[src/rtl/bool_exp_pkg.sv]
// Shared types and constants for the boolean_exp truth-table sweep controller.
// Field offsets locate f1/f2/f3 inside the packed 24-bit table.
package bool_exp_pkg;

    localparam int unsigned TT_W   = 24;
    localparam int unsigned NVEC   = 8;
    localparam int unsigned F1_LSB = 0;
    localparam int unsigned F2_LSB = 8;
    localparam int unsigned F3_LSB = 16;

    typedef enum logic [1:0] {
        StIdle,
        StApply,
        StSettle,
        StCapture
    } sweep_state_e;

endpackage

[src/rtl/bool_exp_sweep_ctrl_if.sv]
// Start/abort handshake and result bus between a test master and the sweep controller.
// The master modport belongs to the test/config side, slave to the controller.
interface bool_exp_sweep_ctrl_if;
    import bool_exp_pkg::*;

    logic            start;
    logic            abort;
    logic [TT_W-1:0] expect_tt;
    logic            busy;
    logic            done;
    logic [2:0]      vec_idx;
    logic [TT_W-1:0] tt_out;
    logic [NVEC-1:0] mismatch_mask;
    logic            pass;

    modport master (
        output start,
        output abort,
        output expect_tt,
        input  busy,
        input  done,
        input  vec_idx,
        input  tt_out,
        input  mismatch_mask,
        input  pass
    );

    modport slave (
        input  start,
        input  abort,
        input  expect_tt,
        output busy,
        output done,
        output vec_idx,
        output tt_out,
        output mismatch_mask,
        output pass
    );

endinterface

[src/rtl/boolean_exp.sv]
// Purely combinational three-input boolean datapath under test.
// Golden truth table: f1 = 8'hCA, f2 = 8'h8B, f3 = 8'h28 (bit i = vector {a,b,c} = i).
module boolean_exp (
    input  logic a,
    input  logic b,
    input  logic c,
    output logic f1,
    output logic f2,
    output logic f3
);

    assign f1 = a ? b : c;
    assign f2 = (b & c) | (~a & ~b);
    assign f3 = c & (a ^ b);

endmodule

[src/rtl/bool_exp_sweep_ctrl.sv]
// Sweeps boolean_exp through all eight {a,b,c} vectors, captures f1..f3 into a truth
// table, and compares it against a latched expectation to build a mismatch mask.
module bool_exp_sweep_ctrl
    import bool_exp_pkg::*;
#(
    parameter int unsigned SETTLE_CYC = 1
) (
    input logic                  clk,
    input logic                  rst_n,
    bool_exp_sweep_ctrl_if.slave bus
);

    // Counter counts down to zero, so SETTLE_CYC wait cycles need a load of SETTLE_CYC-1.
    localparam logic [3:0] SettleLoad = (SETTLE_CYC == 0) ? 4'd0 : 4'(SETTLE_CYC - 1);

    sweep_state_e    state_q;
    logic [3:0]      settle_cnt_q;
    logic [2:0]      idx_q;
    logic            a_q, b_q, c_q;
    logic [TT_W-1:0] expect_q;
    logic [NVEC-1:0] tt_f1_q, tt_f2_q, tt_f3_q;
    logic [NVEC-1:0] mask_q;
    logic            done_q;
    logic            pass_q;

    logic            f1, f2, f3;
    logic [NVEC-1:0] exp_f1, exp_f2, exp_f3;
    logic            vec_miss;

    boolean_exp u_datapath (
        .a  (a_q),
        .b  (b_q),
        .c  (c_q),
        .f1 (f1),
        .f2 (f2),
        .f3 (f3)
    );

    assign exp_f1   = expect_q[F1_LSB +: NVEC];
    assign exp_f2   = expect_q[F2_LSB +: NVEC];
    assign exp_f3   = expect_q[F3_LSB +: NVEC];
    assign vec_miss = (f1 != exp_f1[idx_q]) | (f2 != exp_f2[idx_q]) | (f3 != exp_f3[idx_q]);

    always_ff @(posedge clk or negedge rst_n) begin
        if (!rst_n) begin
            state_q      <= StIdle;
            settle_cnt_q <= 4'd0;
            idx_q        <= 3'd0;
            a_q          <= 1'b0;
            b_q          <= 1'b0;
            c_q          <= 1'b0;
            expect_q     <= '0;
            tt_f1_q      <= '0;
            tt_f2_q      <= '0;
            tt_f3_q      <= '0;
            mask_q       <= '0;
            done_q       <= 1'b0;
            pass_q       <= 1'b0;
        end else begin
            done_q <= 1'b0;
            unique case (state_q)
                StIdle: begin
                    if (bus.start && !bus.abort) begin
                        expect_q <= bus.expect_tt;
                        tt_f1_q  <= '0;
                        tt_f2_q  <= '0;
                        tt_f3_q  <= '0;
                        mask_q   <= '0;
                        pass_q   <= 1'b0;
                        idx_q    <= 3'd0;
                        state_q  <= StApply;
                    end
                end
                StApply: begin
                    if (bus.abort) begin
                        state_q <= StIdle;
                    end else begin
                        {a_q, b_q, c_q} <= idx_q;
                        settle_cnt_q    <= SettleLoad;
                        state_q         <= (SETTLE_CYC == 0) ? StCapture : StSettle;
                    end
                end
                StSettle: begin
                    if (bus.abort) begin
                        state_q <= StIdle;
                    end else if (settle_cnt_q == 4'd0) begin
                        state_q <= StCapture;
                    end else begin
                        settle_cnt_q <= settle_cnt_q - 4'd1;
                    end
                end
                StCapture: begin
                    if (bus.abort) begin
                        state_q <= StIdle;
                    end else begin
                        tt_f1_q[idx_q] <= f1;
                        tt_f2_q[idx_q] <= f2;
                        tt_f3_q[idx_q] <= f3;
                        mask_q[idx_q]  <= vec_miss;
                        if (idx_q == 3'd7) begin
                            // Last vector: fold its own miss in, mask_q not yet updated.
                            pass_q  <= ~(|mask_q) & ~vec_miss;
                            done_q  <= 1'b1;
                            state_q <= StIdle;
                        end else begin
                            idx_q   <= idx_q + 3'd1;
                            state_q <= StApply;
                        end
                    end
                end
                default: state_q <= StIdle;
            endcase
        end
    end

    always_comb begin
        bus.tt_out                    = '0;
        bus.tt_out[F1_LSB +: NVEC]    = tt_f1_q;
        bus.tt_out[F2_LSB +: NVEC]    = tt_f2_q;
        bus.tt_out[F3_LSB +: NVEC]    = tt_f3_q;
    end

    assign bus.busy          = (state_q != StIdle);
    assign bus.done          = done_q;
    assign bus.vec_idx       = idx_q;
    assign bus.mismatch_mask = mask_q;
    assign bus.pass          = pass_q;

endmodule
[src/flat_wrapper.sv]
// flat-port wrapper written by rule: the top's interface ports become plain ports
module bool_exp_sweep_ctrl_flat import bool_exp_pkg::*;
#(
    parameter int unsigned SETTLE_CYC = 1
)
  (clk, rst_n, bus_start, bus_abort, bus_expect_tt, bus_busy, bus_done, bus_vec_idx, bus_tt_out, bus_mismatch_mask, bus_pass);
  bool_exp_sweep_ctrl_if bus_i ();
  input logic clk;
  input logic rst_n;
  input wire logic [$bits(bus_i.start)-1:0] bus_start;
  input wire logic [$bits(bus_i.abort)-1:0] bus_abort;
  input wire logic [$bits(bus_i.expect_tt)-1:0] bus_expect_tt;
  output wire logic [$bits(bus_i.busy)-1:0] bus_busy;
  output wire logic [$bits(bus_i.done)-1:0] bus_done;
  output wire logic [$bits(bus_i.vec_idx)-1:0] bus_vec_idx;
  output wire logic [$bits(bus_i.tt_out)-1:0] bus_tt_out;
  output wire logic [$bits(bus_i.mismatch_mask)-1:0] bus_mismatch_mask;
  output wire logic [$bits(bus_i.pass)-1:0] bus_pass;
  assign bus_i.start = bus_start;
  assign bus_i.abort = bus_abort;
  assign bus_i.expect_tt = bus_expect_tt;
  assign bus_busy = bus_i.busy;
  assign bus_done = bus_i.done;
  assign bus_vec_idx = bus_i.vec_idx;
  assign bus_tt_out = bus_i.tt_out;
  assign bus_mismatch_mask = bus_i.mismatch_mask;
  assign bus_pass = bus_i.pass;
  bool_exp_sweep_ctrl #(.SETTLE_CYC(SETTLE_CYC)) u_core (.clk(clk), .rst_n(rst_n), .bus(bus_i));
endmodule
[config.mk]
export PLATFORM = sky130hd
export DESIGN_NAME = bool_exp_sweep_ctrl_flat
export DESIGN_NICKNAME = d
export VERILOG_FILES = /design/src/rtl/bool_exp_pkg.sv /design/src/rtl/bool_exp_sweep_ctrl_if.sv /design/src/rtl/boolean_exp.sv /design/src/rtl/bool_exp_sweep_ctrl.sv /design/src/flat_wrapper.sv
export SDC_FILE = /design/constraint.sdc
export NUM_CORES = 1
export LEC_CHECK = 0
export ABC_AREA = 1
export CORE_MARGIN = 5
export CORE_UTILIZATION = 46
export CTS_CLUSTER_DIAMETER = 40
export DETAILED_ROUTE_END_ITERATION = 12
export PLACE_DENSITY = 0.77
export SLEW_MARGIN = 0
export SYNTH_ARGS = -nofsm -noshare
export SYNTH_HDL_FRONTEND = slang
export SYNTH_SLANG_ARGS = --single-unit
[constraint.sdc]
create_clock -name clk -period 1.3 [get_ports clk]
set_input_delay 0.325 -clock clk [delete_from_list [all_inputs] [get_ports clk]]
set_output_delay 0.325 -clock clk [all_outputs]
set_load 0.05 [all_outputs]
==> impl_metrics.ini, run 1 <==
[pwr]
power.density_mw_per_mm2 = 1850
power_mw = 11.0
combPwrFrac = 0.517
p_int_mw = 6.49
power_frac_seq = 0.280
sw_frac_of_total = 0.409
switching_power_mw = 4.49
pwr-share-clk = 0.203
total_leakage_power_nw = 2.73
ir_worst_vdd_mv = 1.24

[floorplan]
die_w_um = 94.5
num_rows = 30
floorplan.die.height_um = 94.5
ios = 66
dieArea_mm2 = 0.00894
start_util = 0.479
design.core.area_mm2 = 0.00687

[grt]
gr-total-overflow = 0
grt_pass1_wl_um = 17900
grt_pass1_vias = 3681
grt_start_max_net_pins = 71
antenna_found_initial = 0
grt_usage = 0.266

[routing]
final_antenna_net_count = 0
avgViaCountPerCell = 5.60
num_vias = 3676
first_pass_iters = 5
drtIter0Drc = 272
drcViolationCount = 0
avgRoutedWirePerCell_um = 19.0
drt_wl_total_um = 12500

[logic_synthesis]
ys_seq_area_frac = 0.533
synth_top_area_share = 0.533
synth_nets = 438
syn-instance-count = 406
ys_seq_elements = 70
synth_area_leaders = dfrtp_1, nand2_1, inv_1
ys_warn_count = 0
synth_cell_types = 24
synth_area_leader_cell = dfrtp_1
syn_area_per_cell_um2 = 8.10
synth_area_mm2 = 0.00329

[setup_path]
ff2ff_setup_slack_ps = -420
critPathCapture = u_core.tt_f1_q[5]
worst-path-buf-inv = 5
cp.depth = 8
worst-endpoint-arrival_ps = 1990
cp-end-kind = register
cpMaxStageDelayCell = dfrtp_2
path_max_fanout = 7
rr_worst_depth = 8
crit_chain = inv_2, buf_4, buf_4, nor2_2, inv_1, nor2_1, inv_1, o21ai_0
path_class = reg -> reg
max_stage_delay_ps = 510
r2r-start = u_core.bus.vec_idx[0]
critPathTopFamily = buffers and inverters
cp.required_ps = 1570
rr_endpoint = u_core.tt_f1_q[5]
cp-startpoint = u_core.bus.vec_idx[0]
critPathLaunchType = register

[placed_design]
hpwl_um = 6370
routabilityCongestion = 0.806
io_buffers = 65
post-place-ws_ps = -550

[clocking]
root_buffer = clkbuf_8
htreeDepth = 3
numCtsBuffers = 9
cts.path.max_buffers = 2
cts.sinks = 70
clock_latency_ps = 370
clk_pin_slew_ps = 80
tritoncts = done

[worst_hold_path]
worstHoldPathType = in -> async

[sta]
finalSetupTns_ps = -15080
tightest_slew_ps = 445
setup-violations-final = 74
period_needed_ps = 1720
finalMaxSlewViolations = 0
slew_headroom = 0.701
rsz0062_at_grt = yes
clock_skew_ps = 11.0
timing.final.crit_share = 1.33
timing.final.ws_setup_ps = -423
hold_viol = 40
max_freq_mhz = 580
fin_hold_ws_ps = -29.2

[run_status]
violations = negative hold slack, negative setup slack
outcome = complete, but fails checks

[cells_and_area]
nFillCells = 320
final_cell_mix = nand2_1, dfrtp_1, buf_4, inv_1, buf_12
drive_gt1_frac = 0.439
register_area_mm2 = 0.00176
area_growth_syn_to_layout_pct = 80.8
final_common_cell = nand2_1
n_antenna_cell = 0
nets = 588
fin_util = 0.865
multi_input_comb_area_mm2 = 0.00175

[run]
max-cap-violations = 0
area by class of cell:
cell class,instances,area share
clock buffers,9,0.0208
well taps,96,0.0202
repair inverters,1,0.000631
inverters,58,0.0391
flip-flops and latches,70,0.296
repair buffers,147,0.308
multi-input cells,269,0.295
clock inverters,7,0.0204
flip-flops by register name, summed over array words and instances, names as in the netlist, 2 cells and up:
name	count
u_core.tt_f1_q	8
u_core.tt_f2_q	8
u_core.tt_f3_q	8
u_core.bus.vec_idx	3
u_core.settle_cnt_q	4
u_core.bus.mismatch_mask	8
u_core.state_q	2
u_core.expect_q	24
cell usage after synthesis:
cell and n:
nand2_1 119, dfrtp_1 70, inv_1 55, nor2_1 45
o21ai_0 39, nand3_1 20, a21oi_1 18, mux2_2 8
o21ai_1 6, buf_2 4, ha_1 4, buf_6 3
clkbuf_1 2, inv_2 2, nor4_1 2, a21oi_2 1
a221oi_1 1, and3_1 1, inv_6 1, nand3_4 1
nand3b_1 1, nand4_1 1, nor3_1 1, xor2_1 1
worst register-to-register path, stage by stage, from the launching register on:
cell and delay (ps):
dfrtp_2 510, inv_2 130, buf_4 160, buf_4 140, nor2_2 150, inv_1 90, nor2_1 150, inv_1 100
o21ai_0 210
metal layers:
metal,vias to the layer above,wire [um],track usage
li1,1578,-,-
met1,1776,4450,0.299
met2,253,6560,0.473
met3,69,936,0.0494
met4,0,532,0.151
met5,-,0,0
repair_timing:
item	4_1_cts	5_1_grt
buffers inserted	23	13
hold buffers	0	0
gates cloned	3	1
endpoints found under the setup margin	74	86
hold endpoints to repair	0	0
resized for setup	100	48
pin swaps	13	6
logic make-up (layout without fill, tap and decap cells):
group / Yosys count / after routing / share of synthesized area
compound gates: 65 / 65 / 0.101
xor+xnor: 1 / 1 / 0.00266
fa+ha+maj: 4 / 4 / 0.0152
buf+inv: 67 / 222 / 0.0864
flops: 70 / 70 / 0.533
mux: 8 / 8 / 0.0274
simple gates: 191 / 191 / 0.234
through the flow:
step	instance area, um^2	instances
CTS	5690	645
global placement	4860	605
global route	5940	657
finish	5940	657
detailed placement	4860	605
floorplan	3390	406
power groups by stage:
stage	logic, mW	registers [mW]	clock network (mW)
floorplan	2.25	3.15	0
global placement	3.79	3.02	0
detailed placement	3.93	3.05	0
CTS	4.92	3.02	2.16
global route	5.98	3.11	2.31
finish	5.67	3.08	2.23
worst min path at each step:
| stage | from | end | slack (ps) |
|---|---|---|---|
| finish | rst_n | u_core.tt_f3_q[5] | -30 |
| detailed placement | rst_n | u_core.tt_f3_q[5] | 380 |
| floorplan | rst_n | u_core.a_q | 30 |
| global placement | rst_n | u_core.state_q[0] | 370 |
| CTS | rst_n | u_core.settle_cnt_q[2] | 4 |
| global route | rst_n | u_core.tt_f1_q[5] | 10 |
Note: power is estimated with default switching activity, not from simulation.
==> run 2, diff against run 1 <==
Settings changed: CORE_UTILIZATION 46 to 48, CTS_BUF_LIST set to sky130_fd_sc_hd__clkbuf_8, PLACE_DENSITY 0.77 to 0.8.
==> run 2 against run 1 <==
The flow finishes with violations (negative setup slack). Core utilization is 7.2 points higher. Via count increased by 10%. Fmax fell by 12%. Sequential share of layout area fell by 1.7 points. Design area increased by 5.9%. Worst hold slack better by 530 ps. Sequential power increased by 4%. Global-route usage increased by 2.4 points. First-iteration DRC count is 94% higher. Count of clock-buffer cells in the layout did not move. Largest cell class is now multi-input combinational cells.
==> impl_metrics.ini, run 2 (synthesized netlist as in run 1, its figures left out) <==
[pwr]
p_int_mw = 6.55
pwr-share-clk = 0.159
power.density_mw_per_mm2 = 1930
sw_frac_of_total = 0.460
total_leakage_power_nw = 2.81
ir_worst_vdd_mv = 1.47
combPwrFrac = 0.576
switching_power_mw = 5.58
power_mw = 12.1
power_frac_seq = 0.265

[routing]
drtIter0Drc = 527
avgRoutedWirePerCell_um = 25.2
first_pass_iters = 5
final_antenna_net_count = 0
drt_wl_total_um = 16400
avgViaCountPerCell = 6.22
num_vias = 4056
drcViolationCount = 0

[placed_design]
hpwl_um = 6290
place_inst = 581
routabilityCongestion = 0.838
io_buffers = 65

[cells_and_area]
stdcell_count = 652
fin_util = 0.937
n_antenna_cell = 0
largest_reg_flops = 24
drive_gt1_frac = 0.559
nets = 599
multi_input_comb_area_mm2 = 0.00200
nFillCells = 169
final_common_cell = nand2_1
final_cell_mix = nand2_1, dfrtp_1, buf_4, buf_12, nand2_2
area_growth_syn_to_layout_pct = 91.5
top_register = u_core.expect_q
register_area_mm2 = 0.00176

[sta]
setup-violations-final = 91
timing.final.crit_share = 1.50
rsz0062_at_grt = yes
timing.final.ws_setup_ps = -649
max_freq_mhz = 513
fin_hold_ws_ps = 505
hold_viol = 0
period_needed_ps = 1950
slew_headroom = 0.720
tightest_slew_ps = 417
finalSetupTns_ps = -23060
clock_skew_ps = 21.7
finalMaxSlewViolations = 0

[grt]
gr-total-overflow = 0
grt_usage = 0.290
met3_usage = 0.0463
grt_util_met2 = 0.516
top_usage_layer = met2
grt_pass1_vias = 3788
grt_start_max_net_pins = 71
grt_util_met1 = 0.325
antenna_found_initial = 0
grt_pass1_wl_um = 19300

[setup_path]
rr_worst_depth = 12
critPathLaunchType = register
path_class = reg -> reg
cp-end-kind = register
path_max_fanout = 8
worst-endpoint-arrival_ps = 2220
cp.required_ps = 1570

[clocking]
clock_latency_ps = 380
clk_pin_slew_ps = 100
root_buffer = clkbuf_8
htreeDepth = 3
numCtsBuffers = 9
cts.path.max_buffers = 2
cts.sinks = 70
tritoncts = done

[worst_hold_path]
worstHoldPathType = in -> async

[run_status]
outcome = complete, but fails checks
violations = negative setup slack

[floorplan]
ios = 66
start_util = 0.489
floorplan.die.height_um = 92.8
num_rows = 30
dieArea_mm2 = 0.00861
design.core.area_mm2 = 0.00672
die_w_um = 92.8

[run]
max-cap-violations = 0
[run 2: timing repair]
action                                 4_1_cts  5_1_grt
pin swaps                                   31       48
hold buffers                                 1        0
resized for setup                          127      127
gates cloned                                 4        1
endpoints found under the hold margin       13        0
setup buffers                               17       34
setup endpoints to repair                   72       89
[run 2: per-layer routing]
metal	up-vias	wire length, um
met5	-	0
met4	0	1630
met3	143	1610
met2	393	7820
met1	1919	5360
li1	1601	-
[run 2: layout make-up]
| cell class | instances | share of cell area |
|---|---|---|
| inverters | 58 | 0.0397 |
| well taps | 80 | 0.0159 |
| clock buffers | 9 | 0.0197 |
| clock inverters | 7 | 0.0117 |
| repair inverters | 1 | 0.00179 |
| multi-input cells | 270 | 0.318 |
| flip-flops and latches | 70 | 0.279 |
| repair buffers | 157 | 0.314 |
[run 2: per-stage QoR]
stage	cell area, um^2	setup WS, ps
after floorplan	3390	-310
after global placement	4780	-472
after detailed placement	4780	-549
after CTS	5650	-322
after global routing	6300	-703
final	6300	-649
[run 2: path summary, 6_finish.rpt]
check / from / to / slack (ps)
max in group asynchronous: rst_n / u_core.state_q[1] / 480
max reg2reg: u_core.bus.vec_idx[0] / u_core.bus.mismatch_mask[3] / -650
max: u_core.bus.vec_idx[0] / u_core.bus.mismatch_mask[3] / -650
min in group clk: u_core.expect_q[7] / u_core.expect_q[7] / 550
min: rst_n / u_core.bus.mismatch_mask[6] / 500
min reg2reg: u_core.expect_q[7] / u_core.expect_q[7] / 550
[run 2: critical path, cell delays in order, from the launching register on]
cell and delay, ps:
dfrtp_2 490, buf_12 150, clkinv_8 70, nand2_1 60, nand3_1 120, nand2_2 130, nor2_1 70, nand2_1 130
nand2_2 110, inv_2 110, nand3_4 160, nand2_1 150, nand2_1 80
[run 2: power groups by stage]
stage,logic [mW],registers (mW),clock network [mW]
final,6.99,3.21,1.93
after global placement,3.66,3.04,0
after detailed placement,3.81,3.07,0
after global routing,7.26,3.21,2.00
after CTS,5.11,3.04,1.81
after floorplan,2.25,3.15,0
